<file path="src/rtl/gray_pkg.sv">
// Shared types and helpers for the Gray-code sequence generator.
package gray_pkg;

    localparam int GRAY_W = 32;

    typedef enum logic [1:0] {
        IDLE = 2'd0,
        RUN  = 2'd1,
        DONE = 2'd2
    } gseq_state_t;

    // Reference binary-to-Gray conversion at the default word width.
    function automatic logic [GRAY_W-1:0] bin2gray(input logic [GRAY_W-1:0] b);
        return b ^ (b >> 1);
    endfunction

endpackage

</file>
<file path="src/rtl/gray_encoder.sv">
// Combinational binary-to-Gray encoder: each output bit is the xor of adjacent input bits.
module gray_encoder #(
    parameter int WIDTH = 32
) (
    input  logic [WIDTH-1:0] i,
    output logic [WIDTH-1:0] o
);

    assign o = i ^ (i >> 1);

endmodule

</file>
<file path="src/rtl/gray_sequence_gen.sv">
// Walks a binary counter from first_bin to last_bin (up or down, modular) and
// streams each value Gray-encoded over a valid/ready handshake.
module gray_sequence_gen
    import gray_pkg::*;
#(
    parameter int WIDTH = GRAY_W
) (
    input  logic             clk,
    input  logic             nrst,
    input  logic             start,
    input  logic             dir,
    input  logic [WIDTH-1:0] first_bin,
    input  logic [WIDTH-1:0] last_bin,
    output logic [WIDTH-1:0] m_gray,
    output logic             m_valid,
    input  logic             m_ready,
    output logic             m_last,
    output logic             busy,
    output logic             done
);

    gseq_state_t      state_q, state_d;
    logic [WIDTH-1:0] cnt_q, cnt_d;
    logic [WIDTH-1:0] last_q, last_d;
    logic [WIDTH-1:0] gray_q, gray_d;
    logic             dir_q, dir_d;
    logic             valid_q, valid_d;
    logic             mlast_q, mlast_d;
    logic             busy_q, busy_d;
    logic             done_q, done_d;

    logic [WIDTH-1:0] cnt_next_s;
    logic [WIDTH-1:0] enc_in_s;
    logic [WIDTH-1:0] gray_next_s;
    logic             xfer_s;

    assign xfer_s     = valid_q & m_ready;
    assign cnt_next_s = dir_q ? (cnt_q + WIDTH'(1'b1)) : (cnt_q - WIDTH'(1'b1));
    // In IDLE the "next count" is the programmed first value, so one encoder serves both.
    assign enc_in_s   = (state_q == IDLE) ? first_bin : cnt_next_s;

    gray_encoder #(.WIDTH(WIDTH)) u_enc (
        .i (enc_in_s),
        .o (gray_next_s)
    );

    // Next-state and next-output computation for the sequencing FSM.
    always_comb begin
        state_d = state_q;
        cnt_d   = cnt_q;
        last_d  = last_q;
        gray_d  = gray_q;
        dir_d   = dir_q;
        valid_d = valid_q;
        mlast_d = mlast_q;
        busy_d  = busy_q;
        done_d  = 1'b0;
        case (state_q)
            IDLE: begin
                if (start) begin
                    dir_d   = dir;
                    last_d  = last_bin;
                    cnt_d   = first_bin;
                    gray_d  = gray_next_s;
                    valid_d = 1'b1;
                    mlast_d = (first_bin == last_bin);
                    busy_d  = 1'b1;
                    state_d = RUN;
                end else begin
                    state_d = IDLE;
                end
            end
            RUN: begin
                if (xfer_s) begin
                    if (mlast_q) begin
                        state_d = DONE;
                        valid_d = 1'b0;
                        mlast_d = 1'b0;
                        done_d  = 1'b1;
                    end else begin
                        cnt_d   = cnt_next_s;
                        gray_d  = gray_next_s;
                        mlast_d = (cnt_next_s == last_q);
                    end
                end else begin
                    state_d = RUN;
                end
            end
            DONE: begin
                state_d = IDLE;
                busy_d  = 1'b0;
            end
            default: begin
                state_d = IDLE;
                valid_d = 1'b0;
                mlast_d = 1'b0;
                busy_d  = 1'b0;
            end
        endcase
    end

    // State, counter and output registers.
    always_ff @(posedge clk or negedge nrst) begin
        if (!nrst) begin
            state_q <= IDLE;
            cnt_q   <= '0;
            last_q  <= '0;
            gray_q  <= '0;
            dir_q   <= 1'b0;
            valid_q <= 1'b0;
            mlast_q <= 1'b0;
            busy_q  <= 1'b0;
            done_q  <= 1'b0;
        end else begin
            state_q <= state_d;
            cnt_q   <= cnt_d;
            last_q  <= last_d;
            gray_q  <= gray_d;
            dir_q   <= dir_d;
            valid_q <= valid_d;
            mlast_q <= mlast_d;
            busy_q  <= busy_d;
            done_q  <= done_d;
        end
    end

    assign m_gray  = gray_q;
    assign m_valid = valid_q;
    assign m_last  = mlast_q;
    assign busy    = busy_q;
    assign done    = done_q;

endmodule

</file>
<file path="config.mk">
export PLATFORM = sky130hd
export DESIGN_NAME = gray_sequence_gen
export DESIGN_NICKNAME = d
export VERILOG_FILES = /design/src/rtl/gray_pkg.sv /design/src/rtl/gray_encoder.sv /design/src/rtl/gray_sequence_gen.sv
export SDC_FILE = /design/constraint.sdc
export NUM_CORES = 1
export LEC_CHECK = 0
export ABC_AREA = 0
export BUFFER_PORTS_ARGS = -buffer_cell sky130_fd_sc_hd__buf_2
export CORE_ASPECT_RATIO = 1.75
export CORE_UTILIZATION = 62
export DETAILED_ROUTE_END_ITERATION = 7
export PLACE_DENSITY = 0.85
export SYNTH_ARGS = -nofsm -noshare
export SYNTH_HDL_FRONTEND = slang
export SYNTH_SLANG_ARGS = --single-unit
</file>
<file path="constraint.sdc">
create_clock -name clk -period 6.5 [get_ports clk]
set_input_delay 0.975 -clock clk [delete_from_list [all_inputs] [get_ports clk]]
set_output_delay 0.975 -clock clk [all_outputs]
set_load 0.01 [all_outputs]
</file>
# Word-level counts from Yosys, hierarchy flattened

Cells that the tools add are included.

Add/subtract/negate cells: 2
Bitwise logic cells: 4
Equality and inequality tests: 9
Reductions and logical operators: 7
Multiplexer cells: 26

Operators by type and width:

| operator              | number |
|---|---|
| $mux 32               | 8 |
| $pmux 32 s2           | 2 |
| $eq 32x32->1          | 2 |
| $add 32x1->32 const B | 1 |
| $sub 32x1->32 const B | 1 |
| $xor 32x31->32        | 1 |
| $mux 1                | 10 |
| $ne 2x2->1 const B    | 4 |
| $reduce_and 4->1      | 2 |
| $pmux 1 s3            | 2 |
| $mux 2                | 2 |
| $pmux 2 s2            | 1 |
| $reduce_and 2->1      | 2 |
| $ne 3x3->1 const B    | 1 |
| $reduce_and 3->1      | 1 |
| $eq 2x1->1 const B    | 1 |
| $eq 2x2->1 const B    | 1 |
| $logic_not 2->1       | 1 |
| $not 1->1             | 2 |
| $pmux 1 s2            | 1 |
| $reduce_bool 2->1     | 1 |
| $and 1x1->1           | 1 |

Flip-flop bits (word level): 103
Output and inout port bits: 36

# Depth between registers and ports, before layout

Gate-level depths: netlist of run 1.

Depth after elaboration: 7
Gate-level depth with buffers: 14
Mapped depth without buffers: 12

# By module

Synthesis of run 1 repeated with hierarchy kept, for this count alone.

Cell total of the unflattened synthesis: 970
Area total of the unflattened synthesis: 7,841.3 sq um

Modules (own cells, without submodules):

| module            | area each (sq um) | cells an instance | instances |
|---|---|---|---|
| gray_sequence_gen | 7,562.3           | 938               | 1 |
| gray_encoder      | 279.0             | 32                | 1 |

# Worst setup path before layout of run 1

No wires, ideal clock.

Path kind: register to register
Start: reg dir_q
End: reg mlast_q (netlist: m_last)
Arrival time: 3.548 ns
Slack: 2.849 ns
Data required time: 6.396 ns
Cell stages (with the launch flop): 13
Cell sequence: dfrtp_1 > inv_1 > ha_1 > and2_4 > a221oi_4 > and2_2 > xnor3_1 > a311o_1 > nor4_2 > nand4_1 > a2111oi_2 > nand4_1 > o41ai_2

Longest elaborated chain between the ends: 5

Ends and longest elaborated chain:

| element                  | RTL line                 | text |
|---|---|---|
| start: declaration       | gray_sequence_gen.sv:26  | `logic dir_q, dir_d;` |
| start signal: assignment | gray_sequence_gen.sv:119 | `dir_q <= dir_d;` |
| $mux 32                  | gray_sequence_gen.sv:38  | `assign cnt_next_s = dir_q ? (cnt_q + WIDTH'(1'b1)) : (cnt_q - WIDTH'(1'b1));` |
| $eq 32x32->1             | gray_sequence_gen.sv:83  | `mlast_d = (cnt_next_s == last_q);` |
| $mux 1                   | gray_sequence_gen.sv:75  | `if (mlast_q) begin` |
| $mux 1                   | gray_sequence_gen.sv:74  | `if (xfer_s) begin` |
| $pmux 1 s3               | gray_sequence_gen.sv:58  | `case (state_q)` |
| end signal: assignment   | gray_sequence_gen.sv:121 | `mlast_q <= mlast_d;` |
| end: declaration         | gray_sequence_gen.sv:28  | `logic mlast_q, mlast_d;` |

Every way passes these cells. The select of a mux whose other input is x is not followed.
A chain may end at the register's enable or synchronous reset.

# Final worst setup path of run 1

Ends and elaborated chain as after synthesis.

==> impl_metrics.ini, run 1 <==
[clock_network]
h-tree-depth = 3
post-cts-setup-buffer-count = 0
clockBufferDepth = 2
clkTransAtPathRegs_ns = 0.08
clockRootBuffer = sky130_fd_sc_hd__clkbuf_16
postCtsHoldBufs = 0
clock_latency_ns = 0.36
number_of_buffers_created_by_cts = 9
clock_sink_count = 103
cts_repair_resize_count = 0
cts_tree = built

[die]
num_rows = 53
placeableCoreArea_um2 = 12100
io_pins = 105
chipWidth_um = 86.5
dieArea_um2 = 13000
initial_utilization_pct = 64.2
floorplan.die.height_um = 150

[synthesis]
syn_avg_cell_area_um2 = 8.91
synth_seq_cells = 103
mappedNetlistNets = 970
ys_top_cells_by_area = sky130_fd_sc_hd__dfrtp_1 (33%), sky130_fd_sc_hd__xnor2_1 (9.5%), sky130_fd_sc_hd__o21ai_0 (5.9%)
netlist-cell-type-count = 72
synth_async_sr_flop_share_pct = 100
synthTopCellsByCount = sky130_fd_sc_hd__nand2_1 (119), sky130_fd_sc_hd__dfrtp_1 (103), sky130_fd_sc_hd__o21ai_0 (92)
netlist_area_um2 = 7750
number_of_warnings_reported_in_the_yosys_synthesis_log = 0
ys_dominant_reg_cell = sky130_fd_sc_hd__dfrtp_1
post-synth-top-area-cell = sky130_fd_sc_hd__dfrtp_1
synth_sequential_area_ratio_pct = 33.2
synthCells = 870
post-synth-top-count-cell = sky130_fd_sc_hd__nand2_1
synth-edff-count = 0
yosysTopAreaCellShare_pct = 33.2

[critical_path]
required_ns = 6.76
timing.critical_path.slowest_stage_cell = sky130_fd_sc_hd__a2111oi_0
timing.critical_path.from_type = flop
crit_path_max_incr_delay_ns = 0.64
cp_data_arrival_time_ns = 4.31
critical_path.most_common_cell = sky130_fd_sc_hd__nand4_1
timing.critical_path.cells = inv_1 -> buf_4 -> fa_1 -> xor2_1 -> nor4_1 -> nand3_1 -> a2111oi_0 -> nand4_1 -> nor4_2 -> nand4_1 -> a2111oi_2 -> nand4_1 -> o41ai_2
cp_top_family = compound AO/OA/AOI/OAI gates
cp_max_fo = 32
path_buf_inv = 2
criticalPathCategory = flop to flop
crit_path_end_kind = flop

[grt]
grt_util_all_layers_pct = 35.4
grt_overflow_total = 0
grt_antenna_before_repair = 0
grt_pass1_wl_um = 34800
grt_max_degree = 118
first_global_vias = 6783

[finish]
finish.net_count = 1045
final.fill_count = 1007
n_antenna_cell = 0
areaGrowthSynthToFinish_pct = 11.5
share_of_post_route_cells_with_drive_strength_above_1_pct = 19.2

[drt]
drt_iter0_markers = 300
antenna_left = 0
avgRoutedWirePerCell_um = 19.5
avgViaCountPerCell = 6.05
total_via_count_in_the_routed_design = 6747
drt-pass1-iter-count = 5
postRouteWirelength_um = 21800
route.detailed.drc = 0

[timing]
min_period_over_period_pct = 62.3
setup_viol_count_final = 0
grt_setup_unrepaired = no
drv_slew = 0
totalNegativeSetupSlack_ns = 0
worst_pin_slew_ns = 0.973
worst_slew_margin_relative_to_its_limit_pct = 35.1
max_clock_freq_ghz = 0.247
timing_hold_violations_final = 0
fin_skew_ns = 0.0102
finalCriticalPeriod_ns = 4.05

[placed_design]
port-buffer-count = 104
dpl.hpwl_um = 16700
finalWeightedCongestion = 0.971

[flow_run]
maxcap_viol_count = 0

[min_path]
classification_of_the_worst_slack_hold_path = flop to flop

[outcome]
outcome = finished clean
-- flip-flops by register name (all words and copies together) (netlist names) --
signal / flops
cnt_q: 32
m_last: 1
m_valid: 1
m_gray: 32
state_q: 2
dir_q: 1
last_q: 32
done: 1
busy: 1
-- final cells by class --
| type | instances | area (um2) | share of cell area, % |
|---|---|---|---|
| Sequential cell | 103 | 2580 | 29.8 |
| Tap cell | 165 | 206 | 2.39 |
| Clock inverter | 7 | 66.3 | 0.767 |
| Clock buffer | 9 | 225 | 2.61 |
| Multi-Input combinational cell | 710 | 4960 | 57.4 |
| Inverter | 11 | 41.3 | 0.478 |
| Timing Repair Buffer | 110 | 568 | 6.57 |
-- final timing paths --
kind | cells after the start | slack (ns) | endpoint | startpoint
max reg2reg | 13 | 2.45 | m_last | dir_q
min reg2reg | 2 | 0.47 | m_gray[27] | m_gray[27]
max | 13 | 2.45 | m_last | dir_q
min in group asynchronous | 1 | 0.61 | cnt_q[15] | nrst
max in group asynchronous | 2 | 4.72 | last_q[25] | nrst
min | 2 | 0.47 | m_gray[27] | m_gray[27]
-- metrics by stage --
stage / util, % / area, um2 / worst slack, ns / hold slack [ns] / instances
finish: 71.6 / 8640 / 2.45 / 0.474 / 1115
detailed placement: 69.2 / 8350 / 2.56 / 0.465 / 1099
global placement: 69.2 / 8350 / 2.62 / 0.456 / 1099
global route: 71.6 / 8640 / 2.28 / 0.502 / 1115
CTS: 71.6 / 8640 / 2.53 / 0.481 / 1115
floorplan: - / 7750 / 2.85 / 0.445 / 870
-- metal layers --
layer / vias to the layer above / wire, um / track usage [%]
li1: 3243 / - / -
met1: 3189 / 8040 / 38.9
met2: 236 / 11300 / 63.1
met3: 79 / 1120 / 5.41
met4: 0 / 1270 / 21.5
met5: - / 0 / 0
-- cell families (layout without fill, tap and decap cells) --
logic type | after synthesis | after routing | synth area share (%)
DFF | 103 | 103 | 33.2
xor gates and xnor gates | 127 | 127 | 15.4
muxes | 67 | 67 | 9.18
and+or+nand+nor | 251 | 251 | 14.9
adders and majority gates | 31 | 31 | 5.10
buffers and inverters | 57 | 137 | 3.02
AOI/OAI and AO/OA | 234 | 234 | 19.2
-- placed cells by master (no fill, tap or decap), drive strengths merged, types with 5 or more instances in the layout --
| master | synthesis | routed |
|---|---|---|
| xor2 | 37 | 37 |
| o21ai | 96 | 96 |
| nor2b | 5 | 5 |
| and2 | 7 | 7 |
| clkbuf | 31 | 9 |
| nand4 | 19 | 19 |
| buf | 15 | 110 |
| nor2 | 50 | 50 |
| o21a | 11 | 11 |
| mux2 | 33 | 33 |
| xnor2 | 84 | 84 |
| mux2i | 34 | 34 |
| nand2 | 119 | 119 |
| dfrtp | 103 | 103 |
| a21oi | 50 | 50 |
| nand3 | 12 | 12 |
| a211oi | 11 | 11 |
| xnor3 | 6 | 6 |
| and3 | 5 | 5 |
| inv | 11 | 14 |
| ha | 30 | 30 |
| nor3 | 7 | 7 |
| a21o | 18 | 18 |
| nand2b | 7 | 7 |
| a31oi | 6 | 6 |
| nor4 | 6 | 6 |
-- worst reg2reg max path, cell delays in order, from the launching register on --
cell	delay (ns)
sky130_fd_sc_hd__dfrtp_1	0.40
sky130_fd_sc_hd__inv_1	0.06
sky130_fd_sc_hd__buf_4	0.36
sky130_fd_sc_hd__fa_1	0.59
sky130_fd_sc_hd__xor2_1	0.20
sky130_fd_sc_hd__nor4_1	0.22
sky130_fd_sc_hd__nand3_1	0.22
sky130_fd_sc_hd__a2111oi_0	0.64
sky130_fd_sc_hd__nand4_1	0.19
sky130_fd_sc_hd__nor4_2	0.18
sky130_fd_sc_hd__nand4_1	0.14
sky130_fd_sc_hd__a2111oi_2	0.32
sky130_fd_sc_hd__nand4_1	0.19
sky130_fd_sc_hd__o41ai_2	0.22
Power of run 1 is not shown: default switching activity piles up to over one toggle a cycle in this logic, so the estimate is an artifact.
==> inputs of run 2 (changes only) <==
Settings changed: CORE_UTILIZATION 62 to 59, PLACE_DENSITY 0.85 to 0.81.
Clock period 6.5 ns to 3.9 ns, I/O delays scaled along.
==> run 2 against run 1 <==
  * Core utilization shrank 3.3 points
  * Critical path depth is the same
  * Sequential cell count is the same
  * Worst setup slack lost 2.3 ns
  * Non-clock buffer count grew 19
  * Clock skew is essentially flat
  * Register-to-register slack lost 2.3 ns
  * Routed wire length grew 3.7%
  * Critical path type unchanged
  * Sequential share of layout area shrank 0.52 points
  * Highest routed layer unchanged
  * Design area grew 1.8%
==> impl_metrics.ini, run 2 (same netlist as run 1, synthesis figures left out) <==
[finish]
multiInputGateArea_um2 = 4970
layout_common_cells = sky130_fd_sc_hd__nand2_1 (119), sky130_fd_sc_hd__dfrtp_1 (103), sky130_fd_sc_hd__buf_2 (103)
share_of_post_route_cells_with_drive_strength_above_1_pct = 20.9
area.sequential_um2 = 2580
final.fill_count = 1088
layout.cells.most_common = sky130_fd_sc_hd__nand2_1
finish.net_count = 1064
areaGrowthSynthToFinish_pct = 13.5
n_antenna_cell = 0

[clock_network]
clockRootBuffer = sky130_fd_sc_hd__clkbuf_16
clock_latency_ns = 0.36
cts_tree = built
clockBufferDepth = 2
h-tree-depth = 3
postCtsHoldBufs = 0
post-cts-setup-buffer-count = 0
clock_sink_count = 103
clkTransAtPathRegs_ns = 0.07
number_of_buffers_created_by_cts = 9

[critical_path]
r2r_start = dir_q
cp_data_arrival_time_ns = 4.04
timing.critical_path.slowest_stage_cell = sky130_fd_sc_hd__a2111oi_1
required_ns = 4.16
reg2regPathDepth = 13
crit_path_end_kind = flop
cp_top_family = compound AO/OA/AOI/OAI gates
criticalPathCategory = flop to flop
crit_path_max_incr_delay_ns = 0.49
timing.critical_path.from_type = flop
reg2reg_slack_ns = 0.11
cp_max_fo = 11
timing.critical_path.cells = inv_1 -> buf_4 -> ha_1 -> and2_4 -> a221oi_4 -> a21oi_2 -> o21ai_4 -> a211oi_1 -> o31a_1 -> or3_1 -> a2111oi_1 -> nand4_1 -> o41ai_2
path_buf_inv = 2
critical_path.reg2reg.endpoint = m_last

[timing]
max_clock_freq_ghz = 0.264
worst_slew_margin_relative_to_its_limit_pct = 33.4
setup_viol_count_final = 0
finalCriticalPeriod_ns = 3.79
fin_skew_ns = 0.0107
grt_setup_unrepaired = no
min_period_over_period_pct = 97.1
whs_ns = 0.235
timing_hold_violations_final = 0
worst_pin_slew_ns = 0.999
drv_slew = 0

[drt]
avgViaCountPerCell = 6.02
drt_iter0_markers = 392
postRouteWirelength_um = 22600
antenna_left = 0
drt-pass1-iter-count = 5
route.detailed.drc = 0
avgRoutedWirePerCell_um = 19.8
total_via_count_in_the_routed_design = 6854

[die]
chipWidth_um = 88.7
dieArea_um2 = 13600
placeableCoreArea_um2 = 12900
io_pins = 105
num_rows = 55
initial_utilization_pct = 60.3
floorplan.die.height_um = 154

[min_path]
classification_of_the_worst_slack_hold_path = primary input to async pin

[grt]
grt_util_all_layers_pct = 34.9
grt_max_degree = 118
grt_pass1_wl_um = 35700
grt_overflow_total = 0
grt_antenna_before_repair = 0
first_global_vias = 6837

[flow_run]
maxcap_viol_count = 0

[placed_design]
finalWeightedCongestion = 1.01
dpl.hpwl_um = 17500
port-buffer-count = 104

[outcome]
outcome = finished clean
-- run 2: worst register-to-register path, delay by kind of cell (launching register included) --
kind	cells	cell delay [ns]
buffers and inverters	2	0.29
AOI/OAI and AO/OA	7	1.96
adders and majority gates	1	0.31
and+or+nand+nor	3	0.75
DFF	1	0.39
-- run 2: timing repair --
action,CTS,global route
hold endpoints to repair,0,0
setup endpoints to repair,1,1
gates resized for setup,1,2
gates cloned,0,0
-- run 2: worst max-delay path by stage --
stage | slack [ns] | startpoint | cells after the start | to
6_report | 0.11 | dir_q | 13 | m_last
2_1_floorplan | 0.25 | dir_q | 12 | m_last
4_1_cts | 0.08 | dir_q | 13 | m_last
5_1_grt | 0.008 | dir_q | 13 | m_gray[29]
3_5_place_dp | -0.01 | dir_q | 13 | m_last
3_3_place_gp | 0.12 | dir_q | 13 | m_last
-- run 2: cell type report --
cell class / count / share of cell area [%]
Multi-Input combinational cell: 710 / 56.5
Sequential cell: 103 / 29.3
Timing Repair Buffer: 129 / 8.22
Clock buffer: 9 / 2.56
Tap cell: 171 / 2.43
Clock inverter: 6 / 0.512
Inverter: 11 / 0.469
-- run 2: per-layer routing --
layer | up-vias | routed length (um) | global-route usage, %
met3 | 84 | 1030 | 6.98
met1 | 3249 | 8370 | 37.6
met2 | 234 | 11700 | 59.9
met4 | 0 | 1520 | 23.3
met5 | - | 0 | 0
li1 | 3287 | - | -
-- run 2: metrics by stage --
stage | setup TNS [ns] | setup slack, ns | area [um2] | instances | util (%)
after detailed placement | -0.0131 | -0.0131 | 8520 | 1124 | 66.2
after CTS | 0 | 0.0766 | 8790 | 1139 | 68.3
after global routing | 0 | 0.00844 | 8800 | 1139 | 68.4
after floorplan | 0 | 0.249 | 7750 | 870 | -
after global placement | 0 | 0.118 | 8520 | 1124 | 66.2
final | 0 | 0.114 | 8800 | 1139 | 68.4
Power of run 2 is left out for the same reason.
==> inputs of run 3 (changes only) <==
Settings changed: BUFFER_PORTS_ARGS -buffer_cell sky130_fd_sc_hd__buf_2 to default, CORE_UTILIZATION 59 to 62, DONT_BUFFER_PORTS from default to 1, PLACE_DENSITY 0.81 to 0.78.
==> run 3 against run 2 <==
  * Sequential cell count is the same
  * Global-route usage up 1.8 points
  * Count of clock-buffer cells in the layout is 1 higher
  * Routed wire length increased by 2.0%
  * Worst setup slack gained 0.042 ns
  * Clock skew shrank 0.00090 ns
  * Sequential share of layout area grew 1.4 points
  * Die area decreased by 4.8%
  * Critical endpoint unchanged
  * Largest cell class unchanged
==> impl_metrics.ini, run 3 (same netlist as run 1, synthesis figures left out) <==
[clock_network]
clkTransAtPathRegs_ns = 0.08
clock_latency_ns = 0.36
clock_sink_count = 103
number_of_buffers_created_by_cts = 9
clockRootBuffer = sky130_fd_sc_hd__clkbuf_16
cts_tree = built
h-tree-depth = 3
clockBufferDepth = 2
post-cts-setup-buffer-count = 0

[placed_design]
finalWeightedCongestion = 0.980
dpl.hpwl_um = 17700
port-buffer-count = 0

[finish]
n_antenna_cell = 0
layout.cells.most_common = sky130_fd_sc_hd__nand2_1
finish.net_count = 962
share_of_post_route_cells_with_drive_strength_above_1_pct = 12.5
areaGrowthSynthToFinish_pct = 8.29
layout_common_cells = sky130_fd_sc_hd__nand2_1 (119), sky130_fd_sc_hd__dfrtp_1 (103), sky130_fd_sc_hd__o21ai_0 (92)

[critical_path]
timing.critical_path.from_type = flop
criticalPathCategory = flop to flop
required_ns = 4.15
cp_data_arrival_time_ns = 4.00
crit_path_end_kind = flop
cp_max_fo = 12
reg2regPathDepth = 13

[grt]
first_global_vias = 6757
grt_overflow_total = 0
grt_antenna_before_repair = 0
grt_util_all_layers_pct = 36.7
grt_pass1_wl_um = 35300
grt_max_degree = 118

[drt]
antenna_left = 0
postRouteWirelength_um = 23000
avgRoutedWirePerCell_um = 22.3
drt_iter0_markers = 317
met3_wire_length_um = 1230
total_via_count_in_the_routed_design = 6574
drt-pass1-iter-count = 5
avgViaCountPerCell = 6.37
met1_length_um = 7860
route.detailed.drc = 0
wl_met2_um = 11900
dr.max_layer_used = met4

[timing]
worst_slew_margin_relative_to_its_limit_pct = 34.7
setup_viol_count_final = 0
finalCriticalPeriod_ns = 3.74
drv_slew = 0
worst_pin_slew_ns = 0.979
timing_hold_violations_final = 0
fin_skew_ns = 0.00978
totalNegativeSetupSlack_ns = 0
min_period_over_period_pct = 96.0
max_clock_freq_ghz = 0.267

[die]
io_pins = 105
dieArea_um2 = 13000
placeableCoreArea_um2 = 12100
num_rows = 53
floorplan.die.height_um = 150
initial_utilization_pct = 64.2
chipWidth_um = 86.5

[outcome]
outcome = finished clean

[min_path]
classification_of_the_worst_slack_hold_path = primary input to async pin

[flow_run]
maxcap_viol_count = 0
[run 3: cell count changes in the layout (fill, tap and decap cells not counted), sizes merged]
cell      change
bufinv        +1
clkinvlp      -1
clkbuf        +1
buf         -102
[run 3: area by class of cell]
class,count,area [um2]
multi-input combinational,710,5030
fill,983,3670
sequential,103,2580
timing repair buffer,27,239
clock buffer,10,229
tap,165,206
clock inverter,6,77.6
inverter,11,41.3
[run 3: stage by stage]
stage / util (%) / hold slack [ns] / cell area (um2) / cells / setup WS [ns]
after floorplan: - / 0.289 / 7750 / 870 / 0.249
after global placement: 66.2 / 0.291 / 7990 / 1015 / -0.313
after detailed placement: 66.2 / 0.291 / 7990 / 1015 / -0.283
after CTS: 69.1 / 0.187 / 8340 / 1032 / 0.00303
after global routing: 69.6 / 0.207 / 8400 / 1032 / -0.00659
final: 69.6 / 0.160 / 8400 / 1032 / 0.156
[run 3: repair_timing]
action,in CTS,in global routing
hold buffers,1,0
pin swaps,0,2
endpoints found under the hold margin,103,0
resized for setup,3,14
endpoints found under the setup margin,1,6
[run 3: metal layers]
layer	global-route usage (%)	vias up
met5	0	-
met4	30.8	0
met3	6.18	99
met2	64.9	283
met1	36.9	3115
li1	-	3077
[run 3: critical path, cell delays in order, from the launching register on]
cell and delay, ns:
sky130_fd_sc_hd__dfrtp_1 0.39, sky130_fd_sc_hd__inv_2 0.09, sky130_fd_sc_hd__buf_12 0.15, sky130_fd_sc_hd__ha_1 0.35
sky130_fd_sc_hd__and2_4 0.20, sky130_fd_sc_hd__a221oi_4 0.37, sky130_fd_sc_hd__and2_4 0.24, sky130_fd_sc_hd__xnor3_1 0.21
sky130_fd_sc_hd__a311o_1 0.37, sky130_fd_sc_hd__nor4_2 0.30, sky130_fd_sc_hd__nand4_1 0.20, sky130_fd_sc_hd__a2111oi_4 0.33
sky130_fd_sc_hd__nand4_1 0.21, sky130_fd_sc_hd__o41ai_2 0.24
[run 3: path summary, 6_finish.rpt]
check	startpoint	endpoint	slack, ns
max	dir_q	m_last	0.16
min	nrst	cnt_q[19]	0.16
max reg2reg	dir_q	m_last	0.16
min reg2reg	cnt_q[27]	cnt_q[27]	0.49
max in group asynchronous	nrst	cnt_q[11]	3.34
min in group clk	first_bin[0]	cnt_q[0]	0.36
Power of run 3 is left out for the same reason.
